### src/rtl/egress_reconfig_ctrl.sv
// Control-chain sequencer: ordinary writes pass straight through; egress-stage writes run hold/drain/write/settle.
// Optional feature macro EGRESS_RECONFIG_SHADOW_EN: keep a shadow of the egress word and skip repeat writes.
`ifndef CTRLWRD_SZ
`define CTRLWRD_SZ 12
`endif

module egress_reconfig_ctrl #(
  parameter int unsigned CTRL_STAGE     = 15,
  parameter int unsigned DRAIN_CYCLES   = 4,
  parameter int unsigned TIMEOUT_CYCLES = 255
) (
  input  logic                   Clk,
  input  logic                   ARst,
  input  logic [3:0]             HostAddr_i,
  input  logic [`CTRLWRD_SZ-1:0] HostWord_i,
  input  logic                   HostValid_i,
  output logic                   HostReady_o,
  output logic [3:0]             CtrlAddr_o,
  output logic [`CTRLWRD_SZ-1:0] CtrlWord_o,
  output logic                   CtrlValid_o,
  input  logic                   IngressValid_i,
  input  logic                   EgressValid_i,
  output logic                   IngressHold_o,
  output logic                   Busy_o,
  output logic                   Done_o,
  output logic                   TimeoutFlag_o,
  input  logic                   TimeoutClr_i,
  output logic [`CTRLWRD_SZ-1:0] ShadowWord_o
);

  localparam int unsigned   DW         = $clog2(DRAIN_CYCLES + 1);
  localparam int unsigned   TW         = $clog2(TIMEOUT_CYCLES + 1);
  localparam logic [3:0]    STAGE_ADDR = 4'(CTRL_STAGE);
  localparam logic [DW-1:0] DRAIN_MAX  = DW'(DRAIN_CYCLES);
  localparam logic [TW-1:0] TMO_MAX    = TW'(TIMEOUT_CYCLES);

  typedef enum logic [2:0] {
    ST_IDLE,
    ST_PASS,
    ST_HOLD,
    ST_WRITE,
    ST_SETTLE
  } state_t;

  state_t                 state_q, state_d;
  logic [DW-1:0]          drain_q, drain_d, drain_inc;
  logic [TW-1:0]          tmo_q, tmo_d, tmo_inc;
  logic                   settle_q, settle_d;
  logic [`CTRLWRD_SZ-1:0] word_q, word_d;
  logic [3:0]             ctrl_addr_q, ctrl_addr_d;
  logic [`CTRLWRD_SZ-1:0] ctrl_word_q, ctrl_word_d;
  logic                   ctrl_valid_q, ctrl_valid_d;
  logic                   ready_q, busy_q, hold_q;
  logic                   done_q, done_d;
  logic                   tflag_q, tflag_d;
  logic                   shadow_hit;

`ifdef EGRESS_RECONFIG_SHADOW_EN
  logic [`CTRLWRD_SZ-1:0] shadow_q;

  always_ff @(posedge Clk or posedge ARst) begin
    if (ARst)                    shadow_q <= '0;
    else if (state_d == ST_WRITE) shadow_q <= word_q;
  end

  assign shadow_hit   = (HostWord_i == shadow_q);
  assign ShadowWord_o = shadow_q;
`else
  assign shadow_hit   = 1'b0;
  assign ShadowWord_o = '0;
`endif

  always_comb begin
    state_d      = state_q;
    drain_d      = drain_q;
    tmo_d        = tmo_q;
    settle_d     = settle_q;
    word_d       = word_q;
    ctrl_addr_d  = ctrl_addr_q;
    ctrl_word_d  = ctrl_word_q;
    ctrl_valid_d = 1'b0;
    done_d       = 1'b0;
    tflag_d      = TimeoutClr_i ? 1'b0 : tflag_q;
    // Both counters include the current HOLD cycle, so the exit decision uses the incremented values.
    drain_inc    = (IngressValid_i || EgressValid_i) ? '0 :
                   ((drain_q == DRAIN_MAX) ? drain_q : drain_q + DW'(1));
    tmo_inc      = (tmo_q == TMO_MAX) ? tmo_q : tmo_q + TW'(1);

    case (state_q)
      ST_IDLE: begin
        if (HostValid_i) begin
          if (HostAddr_i != STAGE_ADDR) begin
            ctrl_addr_d  = HostAddr_i;
            ctrl_word_d  = HostWord_i;
            ctrl_valid_d = 1'b1;
            state_d      = ST_PASS;
          end else if (shadow_hit) begin
            done_d = 1'b1;
          end else begin
            word_d  = HostWord_i;
            drain_d = '0;
            tmo_d   = '0;
            state_d = ST_HOLD;
          end
        end
      end
      ST_PASS: state_d = ST_IDLE;
      ST_HOLD: begin
        drain_d = drain_inc;
        tmo_d   = tmo_inc;
        if (drain_inc == DRAIN_MAX || tmo_inc == TMO_MAX) begin
          ctrl_addr_d  = STAGE_ADDR;
          ctrl_word_d  = word_q;
          ctrl_valid_d = 1'b1;
          state_d      = ST_WRITE;
          // A drain that completes on the timeout cycle is not a timeout.
          if (drain_inc != DRAIN_MAX) tflag_d = 1'b1;
        end
      end
      ST_WRITE: begin
        settle_d = 1'b0;
        state_d  = ST_SETTLE;
      end
      ST_SETTLE: begin
        if (settle_q) begin
          done_d  = 1'b1;
          state_d = ST_IDLE;
        end else begin
          settle_d = 1'b1;
        end
      end
      default: state_d = ST_IDLE;
    endcase
  end

  always_ff @(posedge Clk or posedge ARst) begin
    if (ARst) begin
      state_q      <= ST_IDLE;
      drain_q      <= '0;
      tmo_q        <= '0;
      settle_q     <= 1'b0;
      word_q       <= '0;
      ctrl_addr_q  <= '0;
      ctrl_word_q  <= '0;
      ctrl_valid_q <= 1'b0;
      ready_q      <= 1'b1;
      busy_q       <= 1'b0;
      hold_q       <= 1'b0;
      done_q       <= 1'b0;
      tflag_q      <= 1'b0;
    end else begin
      state_q      <= state_d;
      drain_q      <= drain_d;
      tmo_q        <= tmo_d;
      settle_q     <= settle_d;
      word_q       <= word_d;
      ctrl_addr_q  <= ctrl_addr_d;
      ctrl_word_q  <= ctrl_word_d;
      ctrl_valid_q <= ctrl_valid_d;
      ready_q      <= (state_d == ST_IDLE);
      busy_q       <= (state_d != ST_IDLE);
      hold_q       <= (state_d == ST_HOLD) || (state_d == ST_WRITE) || (state_d == ST_SETTLE);
      done_q       <= done_d;
      tflag_q      <= tflag_d;
    end
  end

  assign HostReady_o   = ready_q;
  assign CtrlAddr_o    = ctrl_addr_q;
  assign CtrlWord_o    = ctrl_word_q;
  assign CtrlValid_o   = ctrl_valid_q;
  assign IngressHold_o = hold_q;
  assign Busy_o        = busy_q;
  assign Done_o        = done_q;
  assign TimeoutFlag_o = tflag_q;

endmodule
### config.mk
export PLATFORM = sky130hd
export DESIGN_NAME = egress_reconfig_ctrl
export DESIGN_NICKNAME = d
export VERILOG_FILES = /design/src/rtl/egress_reconfig_ctrl.sv
export SDC_FILE = /design/constraint.sdc
export NUM_CORES = 1
export LEC_CHECK = 0
export ABC_AREA = 1
export CAP_MARGIN = 10
export CORE_UTILIZATION = 50
export CTS_BUF_LIST = sky130_fd_sc_hd__clkbuf_16
export CTS_CLUSTER_SIZE = 30
export DETAILED_ROUTE_END_ITERATION = 7
export PLACE_DENSITY = 0.8
export SYNTH_ARGS = -nofsm -noshare
export SYNTH_HDL_FRONTEND = slang
export SYNTH_SLANG_ARGS = --single-unit
### constraint.sdc
create_clock -name Clk -period 1.9 [get_ports Clk]
set_input_delay 0.285 -clock Clk [delete_from_list [all_inputs] [get_ports Clk]]
set_output_delay 0.285 -clock Clk [all_outputs]
set_load 0.03 [all_outputs]
==> results of run 1 <==
-- cell families (layout without fill, tap and decap cells) --
group / count (synthesis) / count (layout)
buf+inv: 57 / 101
compound gates: 42 / 42
flops: 49 / 49
other cells: 1 / 12
simple gates: 152 / 152
fa+ha+maj: 3 / 3
xor+xnor: 2 / 2
-- worst paths after layout --
path                                  to  slack [ps]  cells after the start
min                             tmo_q[3]         350                      3
min in group Clk           CtrlAddr_o[1]         470                      2
max in group asynchronous    HostReady_o        1280                      3
max                        CtrlWord_o[8]         110                     13
min reg2reg                CtrlAddr_o[1]         470                      2
max reg2reg                CtrlWord_o[8]         110                     13
-- what timing repair did --
item / 4_1_cts / 5_1_grt
resized for setup: 0 / 7
buffers inserted: 0 / 0
endpoints found under the setup margin: 0 / 17
-- power by group --
group | internal, uW | total, uW | switching [uW] | leakage [uW]
Sequential | 1430 | 1690 | 260 | 0.000626
Clock | 483 | 850 | 367 | 0.0000712
Combinational | 734 | 1790 | 1060 | 0.000889
Total | 2650 | 4330 | 1680 | 0.00159
-- area by class of cell --
class	instances	share of cell area (%)
timing repair buffer	57	17.4
inverter	36	4.26
sequential	49	38.7
clock buffer	5	3.95
tap	67	2.64
clock inverter	3	0.552
multi-input combinational	211	32.4
-- worst max-delay path: stages (launching register included) --
cell and delay (ps):
sky130_fd_sc_hd__dfrtp_1 390, sky130_fd_sc_hd__ha_4 170, sky130_fd_sc_hd__nand2_2 80, sky130_fd_sc_hd__nor2_4 140, sky130_fd_sc_hd__nand2_4 80, sky130_fd_sc_hd__nand2_1 80
sky130_fd_sc_hd__nand2_1 80, sky130_fd_sc_hd__nand2_1 70, sky130_fd_sc_hd__nor2_1 50, sky130_fd_sc_hd__nand2_2 80, sky130_fd_sc_hd__nand3_4 130, sky130_fd_sc_hd__buf_2 180
sky130_fd_sc_hd__nand3_1 80, sky130_fd_sc_hd__nand2_1 60
-- flip-flops by register name (all words and copies together), names as in the netlist --
signal,cells
CtrlWord_o,12
word_q,12
tmo_q,8
CtrlAddr_o,4
drain_q,3
state_q,3
Busy_o,1
CtrlValid_o,1
Done_o,1
HostReady_o,1
IngressHold_o,1
TimeoutFlag_o,1
settle_q,1
-- cell usage in the layout (no fill, tap or decap), types with 2 or more instances in the layout --
| master | netlist | routed |
|---|---|---|
| sky130_fd_sc_hd__nor2_2 | 1 | 2 |
| sky130_fd_sc_hd__nand4_1 | 2 | 2 |
| sky130_fd_sc_hd__a22o_1 | 3 | 3 |
| sky130_fd_sc_hd__clkbuf_16 | 0 | 5 |
| sky130_fd_sc_hd__nand2_1 | 100 | 100 |
| sky130_fd_sc_hd__dfrtp_1 | 48 | 48 |
| sky130_fd_sc_hd__or2_2 | 4 | 4 |
| sky130_fd_sc_hd__clkdlybuf4s50_1 | 0 | 43 |
| sky130_fd_sc_hd__inv_1 | 36 | 35 |
| sky130_fd_sc_hd__o21ai_0 | 34 | 34 |
| sky130_fd_sc_hd__nand3_1 | 26 | 26 |
| sky130_fd_sc_hd__xnor2_1 | 2 | 2 |
| sky130_fd_sc_hd__buf_4 | 13 | 10 |
| sky130_fd_sc_hd__ha_1 | 3 | 2 |
| sky130_fd_sc_hd__conb_1 | 1 | 12 |
| sky130_fd_sc_hd__nor2_1 | 11 | 10 |
| sky130_fd_sc_hd__o22ai_1 | 2 | 2 |
| sky130_fd_sc_hd__buf_6 | 1 | 2 |
| sky130_fd_sc_hd__nand2_2 | 3 | 2 |
-- layer usage --
metal,wire length (um),vias up,track usage [%]
met3,226,9,5.00
met2,2290,65,32.9
met4,97,0,8.50
met5,0,-,0
li1,-,1049,-
met1,2270,972,27.3
-- through the flow --
| step | instance area [sq um] | power, uW | util [%] | setup WS [ps] |
|---|---|---|---|---|
| CTS | 3130 | 4290 | 66.3 | 78.0 |
| detailed placement | 2990 | 3440 | 63.2 | 87.3 |
| finish | 3170 | 4330 | 67.1 | 112 |
| floorplan | 2490 | 2770 | - | 136 |
| global route | 3170 | 4600 | 67.1 | -29.7 |
| global placement | 2990 | 3380 | 63.2 | 132 |
==> results.tsv, run 1 <==
stage	metric	value	unit
sta	setup clock skew after layout	3.23	ps
synth	commonest cells in the synthesized netlist	sky130_fd_sc_hd__nand2_1 (100), sky130_fd_sc_hd__dfrtp_1 (48), sky130_fd_sc_hd__inv_1 (36), sky130_fd_sc_hd__o21ai_0 (34), sky130_fd_sc_hd__nand3_1 (26)	
floorplanning	effective utilization at floorplan	51.9	%
cells_and_area	antenna diode count	0	
floorplanning	Die Area	5190	sq um
synth	synthesized flop and latch total	49	
floorplanning	core area	4720	sq um
place	detailed placer's ending HPWL	3500	um
cts	CTS tree	done	
place	# port buffers	43	
sta	Final Hold Slack	354	ps
synth	EDFF count, synth	0	
grt	first-pass GRT wire length	8240	um
sta	setup violation total in the final timing report	0	
worst_setup_path	RR Startpoint	tmo_q[0]	
synth	number of warnings issued by yosys	0	
grt	via count of the first global-routing pass	1915	
worst_setup_path	crit path from	tmo_q[0]	
pwr	pwr/cell area	1370	nW/um^2
cells_and_area	Fill cells	372	
grt	antenna violations before repair	0	
synth	dominant combinational cell family by area after synthesis	simple AND/OR/NAND/NOR gates	
sta	portion of the clock cycle consumed by the worst path in the final layout	94.1	%
worst_setup_path	CP Data Required Time	2080	ps
sta	Final Hold Viols	0	
cells_and_area	final net count	385	
cts	clock tree sinks	49	
sta	fin crit period	1790	ps
synth	post-synthesis area per instance	8.01	sq um
cells_and_area	synthesis-to-finish area growth	29.3	%
routing	Iter 0 DRT Violations	122	
synth	area share of the largest cell type after synthesis	49.0	%
grt	leftover overflow at the end of global routing	0	
synth	gate count after technology mapping	306	
cts	clock root buffer master	sky130_fd_sc_hd__clkbuf_16	
routing	Routed WL	4880	um
synth	post-synthesis share of cell area spent on full adders, half adders and majority gates	1.53	%
synth	largest area contributor in the synthesized netlist	sky130_fd_sc_hd__dfrtp_1	
routing	via count	2095	
sta	Post-Route Setup TNS	0	ps
synth	simple logic cell fraction of the synthesized area	27.1	%
cells_and_area	flip-flop and latch area	1230	sq um
routing	antenna viol nets, final	0	
synth	proportion of synthesized area in mux cells	0	%
status	outcome	finished clean	
synth	leading cell type by number of instances after synthesis	sky130_fd_sc_hd__nand2_1	
cts	clock buffer count from CTS	5	
pwr	leakage	0.00159	uW
routing	number of remaining DRC errors	0	
worst_setup_path	path type of the worst setup path	reg2reg	
routing	average wire length per cell after detail routing	11.4	um
pwr	worst vdd ir	0.637	mV
cts	insertion delay to the later sink of the worst-skew pair	290	ps
cells_and_area	number of standard cells in the final layout excluding fillers	428	
place	final weighted congestion of routability-driven global placement	0.800	
cells_and_area	area of combinational cells with multiple inputs	1030	sq um
synth	Area contributors post-synth	sky130_fd_sc_hd__dfrtp_1 (49%), sky130_fd_sc_hd__nand2_1 (15%), sky130_fd_sc_hd__o21ai_0 (6.9%)	
routing	count of TritonRoute iterations in the first routing pass	4	
job	number of maximum-capacitance violations	0	
synth	dominant synthesized flop cell	sky130_fd_sc_hd__dfrtp_1	
sta	Max Transition Viols Final	0	
cts	clock slew at the register clock pins of the worst setup and hold paths	60	ps
worst_setup_path	critical path endpoint category	register	
cts	CTS max path bufs	2	
floorplanning	number of standard-cell rows in the floorplan	25	
worst_setup_path	data arrival time at the worst-slack endpoint	1970	ps
synth	compound-gate portion of the synthesized area	9.34	%
worst_hold_path	Tightest Hold Check Type	in2async	
synth	portion of the post-synthesis area used by sequential elements	50.1	%
place	placed cell count	419	
synth	share of async-settable or async-resettable flops after synthesis	100	%
cells_and_area	fraction of layout cells with a size suffix above 1	10.2	%
worst_setup_path	maximum fanout along the worst path	6	
synth	count of cell types in the netlist	28	
cts	number of hold-repair buffers added at the cts stage	0	
cts	CTS H-tree depth	2	
synth	post-synthesis instance area	2450	sq um
synth	xor/xnor cell area share of the yosys netlist	0.714	%
grt	largest net degree at the start of global routing	50	
routing	number of vias per cell after detailed routing	4.89	
floorplanning	vertical die dimension	72.0	um
worst_setup_path	critical path startpoint category	register	
floorplanning	I/O pins	56	
floorplanning	die extent in x	72.0	um
sta	Max Fclk	559	MHz
grt	Tot GR Track Use	20.7	%
Note: power is estimated with default switching activity, not from simulation.
==> inputs of run 2 (changes only) <==
Settings changed: CAP_MARGIN 10 to default.
==> results of run 2 <==
No change in the layout: final DEF, timing and power equal those of run 1.
==> inputs of run 3 (changes only) <==
Settings changed: GPL_ROUTABILITY_DRIVEN from default to 0.
==> results of run 3 <==
No change in the layout: final DEF, timing and power equal those of run 1.
